===== src/rtl/mandelbrot_axi_read_master.sv =====
// AXI4 read master: fetches a contiguous block of beats in fixed-size bursts
// and forwards the read data unchanged onto an AXI4-Stream output.
module mandelbrot_axi_read_master #(
    parameter int C_ADDR_WIDTH       = 64,
    parameter int C_DATA_WIDTH       = 512,
    parameter int C_XFER_BEATS_WIDTH = 32,
    parameter int C_BURST_LEN        = 64,
    parameter int C_MAX_OUTSTANDING  = 16
) (
    input  logic                          clk,
    input  logic                          rst,
    input  logic                          ctrl_start,
    output logic                          ctrl_done,
    input  logic [C_ADDR_WIDTH-1:0]       ctrl_addr_offset,
    input  logic [C_XFER_BEATS_WIDTH-1:0] ctrl_xfer_beats,
    output logic                          m_axi_arvalid,
    input  logic                          m_axi_arready,
    output logic [C_ADDR_WIDTH-1:0]       m_axi_araddr,
    output logic [7:0]                    m_axi_arlen,
    input  logic                          m_axi_rvalid,
    output logic                          m_axi_rready,
    input  logic [C_DATA_WIDTH-1:0]       m_axi_rdata,
    input  logic                          m_axi_rlast,
    output logic                          m_axis_tvalid,
    input  logic                          m_axis_tready,
    output logic [C_DATA_WIDTH-1:0]       m_axis_tdata,
    output logic                          m_axis_tlast
);

    localparam int OUT_W       = $clog2(C_MAX_OUTSTANDING) + 1;
    localparam int BURST_SHIFT = $clog2(C_BURST_LEN);
    localparam logic [C_ADDR_WIDTH-1:0]       BURST_BYTES = C_ADDR_WIDTH'(C_BURST_LEN * (C_DATA_WIDTH / 8));
    localparam logic [7:0]                    FULL_LEN    = 8'(C_BURST_LEN - 1);
    localparam logic [C_XFER_BEATS_WIDTH-1:0] BEAT_MASK   = C_XFER_BEATS_WIDTH'(C_BURST_LEN - 1);
    localparam logic [C_XFER_BEATS_WIDTH-1:0] ONE         = C_XFER_BEATS_WIDTH'(1);
    localparam logic [OUT_W-1:0]              MAX_OUT     = OUT_W'(C_MAX_OUTSTANDING);
    localparam logic [OUT_W-1:0]              OUT_ONE     = OUT_W'(1);

    typedef enum logic [1:0] {IDLE, ACTIVE, DONE} state_t;

    state_t                         state, state_next;
    logic [C_ADDR_WIDTH-1:0]        addr;
    logic [C_XFER_BEATS_WIDTH-1:0]  beats_remaining;
    logic [C_XFER_BEATS_WIDTH-1:0]  bursts_to_issue;
    logic [7:0]                     last_len;
    logic [OUT_W-1:0]               outstanding;
    logic [C_XFER_BEATS_WIDTH-1:0]  bursts_calc;
    logic [7:0]                     last_len_calc;
    logic                           active, ar_hs, r_hs, rlast_hs, start_ok;

    assign active   = (state == ACTIVE);
    assign start_ok = (state == IDLE) && ctrl_start && (ctrl_xfer_beats != '0);

    // Burst count rounds up; the low byte of (beats-1) is enough for the final arlen.
    assign bursts_calc   = (ctrl_xfer_beats >> BURST_SHIFT)
                         + C_XFER_BEATS_WIDTH'((ctrl_xfer_beats & BEAT_MASK) != '0);
    assign last_len_calc = (ctrl_xfer_beats[7:0] - 8'd1) & FULL_LEN;

    assign m_axi_arvalid = active && (bursts_to_issue != '0) && (outstanding < MAX_OUT);
    assign m_axi_araddr  = addr;
    assign m_axi_arlen   = (bursts_to_issue == ONE) ? last_len :
                           (bursts_to_issue == '0)  ? 8'd0 : FULL_LEN;

    assign m_axi_rready  = m_axis_tready && active;
    assign m_axis_tvalid = m_axi_rvalid && active;
    assign m_axis_tdata  = m_axi_rdata;
    assign m_axis_tlast  = active && (beats_remaining == ONE);
    assign ctrl_done     = (state == DONE);

    assign ar_hs    = m_axi_arvalid && m_axi_arready;
    assign r_hs     = m_axi_rvalid && m_axi_rready;
    assign rlast_hs = r_hs && m_axi_rlast;

    always_ff @(posedge clk or posedge rst) begin
        if (rst) begin
            state <= IDLE;
        end else begin
            state <= state_next;
        end
    end

    // The transfer ends on the rlast that drains the last outstanding burst.
    always_comb begin
        state_next = state;
        case (state)
            IDLE: begin
                if (ctrl_start) begin
                    state_next = (ctrl_xfer_beats == '0) ? DONE : ACTIVE;
                end
            end
            ACTIVE: begin
                if (rlast_hs && (bursts_to_issue == '0) && (outstanding == OUT_ONE)) begin
                    state_next = DONE;
                end
            end
            DONE:    state_next = IDLE;
            default: state_next = IDLE;
        endcase
    end

    always_ff @(posedge clk or posedge rst) begin
        if (rst) begin
            addr            <= '0;
            beats_remaining <= '0;
            bursts_to_issue <= '0;
            last_len        <= '0;
            outstanding     <= '0;
        end else if (start_ok) begin
            addr            <= ctrl_addr_offset;
            beats_remaining <= ctrl_xfer_beats;
            bursts_to_issue <= bursts_calc;
            last_len        <= last_len_calc;
            outstanding     <= '0;
        end else begin
            if (ar_hs) begin
                addr            <= addr + BURST_BYTES;
                bursts_to_issue <= bursts_to_issue - ONE;
            end
            if (r_hs && (beats_remaining != '0)) begin
                beats_remaining <= beats_remaining - ONE;
            end
            // A simultaneous issue and completion cancel out.
            case ({ar_hs, rlast_hs})
                2'b10:   if (outstanding != MAX_OUT) outstanding <= outstanding + OUT_ONE;
                2'b01:   if (outstanding != '0)      outstanding <= outstanding - OUT_ONE;
                default: outstanding <= outstanding;
            endcase
        end
    end

endmodule


===== config.mk =====
export PLATFORM = sky130hd
export DESIGN_NAME = mandelbrot_axi_read_master
export DESIGN_NICKNAME = d
export VERILOG_FILES = /design/src/rtl/mandelbrot_axi_read_master.sv
export SDC_FILE = /design/constraint.sdc
export NUM_CORES = 1
export LEC_CHECK = 0
export CORE_AREA = 2 2 465 467
export CTS_BUF_LIST = sky130_fd_sc_hd__clkbuf_4 sky130_fd_sc_hd__clkbuf_8 sky130_fd_sc_hd__clkbuf_16
export DETAILED_ROUTE_END_ITERATION = 8
export DIE_AREA = 0 0 467 469
export PLACE_DENSITY = 0.36
export SLEW_MARGIN = 20
export SYNTH_ARGS = -nofsm -noshare
export SYNTH_HDL_FRONTEND = slang
export SYNTH_SLANG_ARGS = --single-unit

===== constraint.sdc =====
create_clock -name clk -period 5.75 [get_ports clk]
set_input_delay 1.4375 -clock clk [delete_from_list [all_inputs] [get_ports clk]]
set_output_delay 1.4375 -clock clk [all_outputs]
set_load 0.01 [all_outputs]

* Yosys cells after proc, flatten, opt, wreduce, memory -nomap -nowiden
Cells that the tools add are included.
** Cells by class
- Add/subtract/negate cells :: 7
- Reductions and logical operators :: 26
- Order comparisons :: 1
- Eq/ne operators :: 12
- Muxes and demuxes :: 16
** Operators with widths (number)
- $mux 32 :: 4
- $mux 64 :: 2
- $reduce_bool 32->1 :: 4
- $add 64x13->64 const B :: 1
- $eq 32x1->1 const B :: 2
- $logic_not 32->1 :: 2
- $sub 32x1->32 const B :: 2
- $add 26x1->27 :: 1
- $mux 5 :: 3
- $logic_and 1x1->1 :: 13
- $mux 6 :: 2
- $pmux 5 s2 :: 1
- $mux 2 :: 3
- $ne 3x3->1 const B :: 2
- $sub 6x1->6 const B :: 1
- $add 5x1->5 const B :: 1
- $eq 5x1->1 const B :: 1
- $lt 5x5->1 const B :: 1
- $ne 5x5->1 const B :: 1
- $reduce_bool 5->1 :: 1
- $sub 5x1->5 const B :: 1
- $eq 2x1->1 const B :: 2
- $eq 2x2->1 const B :: 2
- $pmux 2 s2 :: 1
- 7 further kinds :: 8
** Word-level totals
- Register bits :: 141
- Output and inout bits :: 589
- Word-level logic and storage cells :: 68
- Bits of input ports :: 615

* Depth between registers and ports, before layout
Gate-level depths: netlist of the first run.
- Word-level depth :: 8
- Gate-level depth with buffers :: 13

* Worst setup path after synthesis of the first run
Ideal clock, no wire load.
- Kind :: input-to-reg
- From :: in ctrl_xfer_beats[0]
- To :: reg bursts_to_issue[22]
- Data required time :: 5624 ps
- Slack :: 2004 ps
- Stages :: 13
- Arrival time :: 3621 ps
- Cell sequence :: inv_1 ha_1 or3b_1 or3_4 ha_1 ha_1 and4_1 clkbuf_1 nand4_1 nor2_1 nand3_1 xor2_1 mux2i_1
** Between the ends
- Longest elaborated chain between the ends :: 3
- Elaborated cells on any way between the ends :: 6
- Classes of those cells :: add/sub (1); mux (1); reduce/logical (4)
** Ends and longest elaborated chain
- start: declaration :: RTL line 15 : input logic [C_XFER_BEATS_WIDTH-1:0] ctrl_xfer_beats,
- $reduce_bool 32->1 (on tied branches) :: RTL line 56, 52
- $add 26x1->27 or $logic_and 1x1->1 (tied branches) :: RTL line 56, 52
- $mux 32 or $reduce_bool 2->1 (tied branches)
- end signal: assignment :: RTL line 111 : bursts_to_issue <= bursts_calc;
- end signal: assignment :: RTL line 117 : bursts_to_issue <= bursts_to_issue - ONE;
- end: declaration :: RTL line 44 : logic [C_XFER_BEATS_WIDTH-1:0] bursts_to_issue;
Several ways; a longest one is shown, not always the timed one.
A chain may end at the register's enable or synchronous reset.

* Worst setup path in the final report of the first run
- From :: reg bursts_to_issue[3]
- To :: out m_axi_arlen[4]
** Between the ends
- Longest elaborated chain between the ends :: 3
- Elaborated cells on any way between the ends :: 4
- Classes of those cells :: eq/ne (1); mux (2); reduce/logical (1)
** Ends and longest elaborated chain
- $logic_not 32->1 :: RTL line 62 : (bursts_to_issue == '0) ? 8'd0 : FULL_LEN;
- $mux 6 :: RTL line 62
- $mux 6 (*) :: RTL line 61 : assign m_axi_arlen = (bursts_to_issue == ONE) ? last_len :
- end: declaration :: RTL line 19 : output logic [7:0] m_axi_arlen,
Mark *: on every way between the ends. The rest lies on a longest branch, timed or not.

==> results of run 1 <==
-- flip-flops by register name, indices dropped and copies added, names as in the netlist --
| name | cells |
|---|---|
| m_axi_araddr | 64 |
| beats_remaining | 32 |
| bursts_to_issue | 32 |
| last_len | 6 |
| outstanding | 5 |
| state | 2 |
-- final timing paths --
path	from	endpoint	cells after the start
hold / removal	m_axi_araddr[9]	m_axi_araddr[9]	2
max in group asynchronous	rst	m_axi_araddr[54]	3
setup / recovery	bursts_to_issue[3]	m_axi_arlen[4]	5
setup reg to reg	m_axi_araddr[32]	m_axi_araddr[62]	6
hold reg to reg	m_axi_araddr[9]	m_axi_araddr[9]	2
min in group asynchronous	rst	m_axi_araddr[22]	2
-- power groups by stage --
stage | Clock [uW] | Combinational [uW] | Sequential, uW
CTS | 1380 | 1630 | 1730
global placement | 0 | 1610 | 1750
floorplan | 0 | 1230 | 1660
global route | 1400 | 1780 | 1790
detailed placement | 0 | 1620 | 1750
finish | 1280 | 1590 | 1730
-- cell type report --
type / instances / area (um2)
antenna: 10 / 25.0
sequential: 141 / 3530
multi-input combinational: 793 / 4940
tap: 2838 / 3550
clock buffer: 19 / 447
timing repair buffer: 197 / 1960
clock inverter: 12 / 161
fill: 25100 / 199000
inverter: 26 / 103
-- synth_stat cells, drive strengths merged (8+ instances only) --
| cell type | instances | area, um2 |
|---|---|---|
| nand2 | 162 | 608 |
| mux2i | 8 | 80.1 |
| buf | 539 | 4020 |
| o21ai | 77 | 389 |
| nor3 | 44 | 225 |
| clkbuf | 23 | 86.3 |
| or4 | 12 | 96.3 |
| a221o | 19 | 191 |
| inv | 26 | 97.6 |
| a31oi | 8 | 50.1 |
| or3 | 15 | 104 |
| and4 | 11 | 98.8 |
| nand4 | 41 | 257 |
| xnor2 | 55 | 482 |
| nor4 | 56 | 414 |
| and2 | 8 | 50.1 |
| a21oi | 14 | 70.1 |
| nor2 | 59 | 224 |
| xor2 | 41 | 359 |
| o211ai | 11 | 82.6 |
| o311ai | 11 | 96.3 |
| dfrtp | 141 | 3530 |
| ha | 14 | 175 |
| and3 | 11 | 68.8 |
| nand3 | 60 | 300 |
-- worst max-delay path: stages, from the launching register on --
cell and delay, ns:
dfrtp_1 0.43, or3_1 0.50, nor4_1 0.49, nand4_1 0.48, o21a_1 0.35, clkdlybuf4s50_1 0.53
-- per-layer routing --
layer / global-route usage [%] / vias to the layer above / part of all wire, %
met1: 5.66 / 4328 / 22
li1: - / 4056 / -
met3: 8.83 / 412 / 22
met4: 6.46 / 4 / 8.3
met5: 0.346 / - / 0.12
met2: 14.6 / 873 / 47
-- through the flow --
step	setup WS (ns)	total power, uW	utilization (%)	instance area [um2]	hold slack, ns
2_1_floorplan	0.531	2900	-	12600	0.451
3_3_place_gp	1.09	3360	6.58	14100	0.466
3_5_place_dp	1.10	3370	6.58	14100	0.465
4_1_cts	0.853	4740	6.87	14700	0.490
5_1_grt	0.814	4970	6.87	14700	0.509
6_report	1.03	4600	6.88	14700	0.485
-- kinds of logic after synthesis --
| group | after synthesis |
|---|---|
| and+or+nand+nor | 501 |
| DFF | 141 |
| xor gates and xnor gates | 96 |
| buffers and inverters | 588 |
| muxes | 8 |
| other | 1 |
| AOI/OAI and AO/OA | 172 |
| adders and majority gates | 14 |
==> impl_metrics.yaml, run 1 <==
routing:
  drtIter0Drc: 513
  via_count: 9673
  routedWlPerCell_um: 24.7
  viasPerCell: 2.40
  post-route-drc-count: 0
  ant_nets: 0
  drt_pre_antenna_iters: 5
  routed_wl_um: 99800
power_and_ir_drop:
  power.share.clock_pct: 27.9
  swShare_pct: 40.9
  p_int_uw: 2720
  switchingPower_uw: 1880
  pwr-share-seq_pct: 37.5
  power.leakage_uw: 0.00439
  powerDensity_mw_per_mm2: 313
  ir_drop_mv: 0.261
  p_comb_share_pct: 34.6
critical_path:
  cp_data_arrival_time_ns: 3.28
  startpoint_type: "flip-flop"
  cp_max_fo: 7
  r2r_slack_ns: 2.28
  required_ns: 4.31
  critPathKind: "reg -> out"
  critical_path.endpoint_type: "output port"
placement:
  gp_congestion: 0.741
  port_buffers: 177
  dp_hpwl_um: 86100
  dp_cells: 3994
floorplanning:
  die-area_mm2: 0.219
  die_h_um: 469
  io_pins: 1204
  start_util_pct: 5.90
  num_rows: 170
  die_w_um: 467
  coreArea_mm2: 0.214
synthesis:
  ys_seq_elements: 141
  synth-xor-area-share_pct: 6.67
  ys.flop_type: "dfrtp_1"
  synthCells: 1521
  async_flop_share_pct: 100
  ys_seq_area_share_pct: 28.0
  synth_warnings: 0
  synth_edf_count: 0
  synth_fa_ha_area_share_pct: 1.39
  syn_area_per_cell_um2: 8.29
  synth_top_family_by_area: "buffers and inverters"
  synthMuxAreaShare_pct: 0.635
  synth_compound_gate_area_share_pct: 9.05
  synth-simple-area-share_pct: 20.9
  synth.distinct_cells: 64
  syn_area_mm2: 0.0126
worst_hold_path:
  min_path_type: "reg -> reg"
cts:
  h-tree-depth: 4
  clockBufferDepth: 2
  clk_latency_ns: 0.50
  cts_buffers: 17
  cts_resized: 0
  cts.sink_count: 141
  clk_pin_slew_worst_paths_ns: 0.07
  cts-root-buf: "clkbuf_16"
  cts_setup_buffers: 0
  cts_tree: "built"
  ctsHoldBuffers: 0
timing:
  clock.fmax_mhz: 212
  fin_worst_skew_ns: 0.0139
  fin_tns_setup_ns: 0
  maxSlewHeadroom_pct: 38.9
  final-hold-violation-count: 0
  finalSetupViolations: 0
  maxSlewViolCount: 0
  worst_pin_slew_ns: 0.909
  min_period_ns: 4.72
  fin_crit_sh_pct: 82.1
  rsz0062_at_grt: "false"
global_route:
  grt_max_degree: 74
  globalRouteTotalUtil_pct: 8.78
  antenna_found_initial: 34
  grt_pass1_vias: 9757
  grt_pass1_wl_um: 121000
  overflow: 0
flow_run:
  max-cap-violations: 0
layout:
  final_cell_mix: "clkdlybuf4s50_1 (177), nand2_1 (162), dfrtp_1 (141), o21ai_0 (76), nand3_1 (60)"
  drive_above_1_share_pct: 6.99
  layout_commonest_cell: "clkdlybuf4s50_1"
  final_net_count: 1805
  fin_cells: 4036
  area_delta_synth_final_pct: 16.7
outcome:
  outcome: "finished, final reports clean"
(Power assumes the default switching activity.)
==> run 2: changes to the inputs <==
==> constraint.sdc (replaced) <==
create_clock -name clk -period 4.9 [get_ports clk]
set_input_delay 1.225 -clock clk [delete_from_list [all_inputs] [get_ports clk]]
set_output_delay 1.225 -clock clk [all_outputs]
set_load 0.01 [all_outputs]
==> run 2 against run 1 <==
Effect of this change:
- highest routed layer unchanged
- sequential power rose by 17%
- register-to-register slack got worse by 0.86 ns
- first-iteration DRC count down 8.8%
- largest cell class unchanged
- die area unchanged
- critical path depth stayed put
- utilization barely moved
==> impl_metrics.yaml, run 2 (synthesis gave the netlist of run 1 again) <==
outcome:
  outcome: "finished, final reports clean"
cts:
  cts_tree: "built"
  h-tree-depth: 4
  ctsHoldBuffers: 0
  cts_resized: 0
  clk_pin_slew_worst_paths_ns: 0.07
  clk_latency_ns: 0.51
  cts_buffers: 17
  clockBufferDepth: 2
  cts_setup_buffers: 0
  cts-root-buf: "clkbuf_16"
  cts.sink_count: 141
critical_path:
  r2r_cells: 6
  startpoint_type: "flip-flop"
  r2r_start: "m_axi_araddr[14]"
  critical_path.endpoint_type: "output port"
  cp-startpoint: "bursts_to_issue[2]"
  cp_data_arrival_time_ns: 3.22
  cp_max_fo: 7
  required_ns: 3.67
  critPathKind: "reg -> out"
timing:
  hold_ws_ns: 0.482
  worst_pin_slew_ns: 1.06
  maxSlewViolCount: 0
  final-hold-violation-count: 0
  maxSlewHeadroom_pct: 29.5
  min_period_ns: 4.44
  rsz0062_at_grt: "false"
  finalSetupViolations: 0
  fin_crit_sh_pct: 90.6
  fin_tns_setup_ns: 0
  clock.fmax_mhz: 225
  fin_worst_skew_ns: 0.0131
power_and_ir_drop:
  power.leakage_uw: 0.00446
  powerDensity_mw_per_mm2: 364
  ir_drop_mv: 0.311
layout:
  final_cell_mix: "clkdlybuf4s50_1 (177), nand2_1 (162), dfrtp_1 (141), o21ai_0 (76), nand3_1 (60)"
  area_delta_synth_final_pct: 17.3
  drive_above_1_share_pct: 7.82
  final_net_count: 1819
  layout_commonest_cell: "clkdlybuf4s50_1"
  largest_register_ffs: 64
  final_util_pct: 6.92
global_route:
  globalRouteTotalUtil_pct: 8.82
  grt_max_degree: 65
  antenna_found_initial: 33
  grt_pass1_wl_um: 121000
  grt_pass1_vias: 9766
  overflow: 0
floorplanning:
  io_pins: 1204
  die_h_um: 469
  die-area_mm2: 0.219
  coreArea_mm2: 0.214
  die_w_um: 467
  num_rows: 170
  start_util_pct: 5.90
placement:
  gp_congestion: 0.740
  dp_hpwl_um: 86900
  port_buffers: 177
routing:
  drtIter0Drc: 468
  routed_wl_um: 100000
  wl_met1_um: 21000
  wl_met3_um: 23200
  post-route-drc-count: 0
  dr.max_layer_used: "met5"
  via_count: 9632
  ant_nets: 0
  routedWlPerCell_um: 24.8
  viasPerCell: 2.38
  drt_pre_antenna_iters: 5
  met2_length_um: 47400
worst_hold_path:
  min_from: "last_len[2]"
  whs_path_depth: 2
  min_path_type: "reg -> reg"
flow_run:
  max-cap-violations: 0
run 2: cell types whose count changed in the layout (fill, tap and decap cells not counted), moves of 2 or more:
cell      delta
buf_12       +2
buf_4       +13
clkbuf_8     +2
clkinv_4     -2
diode_2      -5
inv_6        -2
nor3_1       +2
nor3_2       -2
run 2: power breakdown:
part | switching, uW | leakage (uW) | internal [uW]
Clock | 676 | 0.000286 | 799
Combinational | 1030 | 0.00235 | 850
Sequential | 492 | 0.00183 | 1530
run 2: final cells by class:
class	instances	area [um2]
multi-input cells	793	4920
clock inverters	9	110
flip-flops and latches	141	3530
well taps	2838	3550
repair buffers	211	2090
diodes	5	12.5
inverters	26	101
fillers	25100	199000
clock buffers	22	482
run 2: per-layer routing:
layer  up-vias  global-route usage, %
met5         -                  0.390
met2       848                   14.6
met1      4305                   5.30
met3       405                   9.42
li1       4070                      -
met4         4                   6.78
run 2: metrics by stage:
stage	setup slack, ns	total power [uW]	cell area [um2]	instances
5_1_grt	0.218	5800	14800	4041
3_3_place_gp	0.613	3940	14200	4009
6_report	0.459	5380	14800	4045
2_1_floorplan	1.37	3400	12600	1522
3_5_place_dp	0.612	3960	14200	4009
4_1_cts	0.411	5520	14800	4040
run 2: path summary, 6_finish.rpt:
| path | end | slack [ns] |
|---|---|---|
| worst max-delay path | m_axi_arlen[2] | 0.46 |
| worst min-delay path | last_len[2] | 0.48 |
| worst max register to register | m_axi_araddr[39] | 1.42 |
| worst min register to register | last_len[2] | 0.48 |
| max in group asynchronous | bursts_to_issue[28] | 2.96 |
| min in group asynchronous | m_axi_araddr[21] | 1.14 |
run 2: worst max-delay path, stage by stage, from the launching register on:
cell	delay [ns]
dfrtp_1	0.45
or3_1	0.48
nor4_1	0.57
nand4_1	0.44
o21a_1	0.30
clkdlybuf4s50_1	0.48
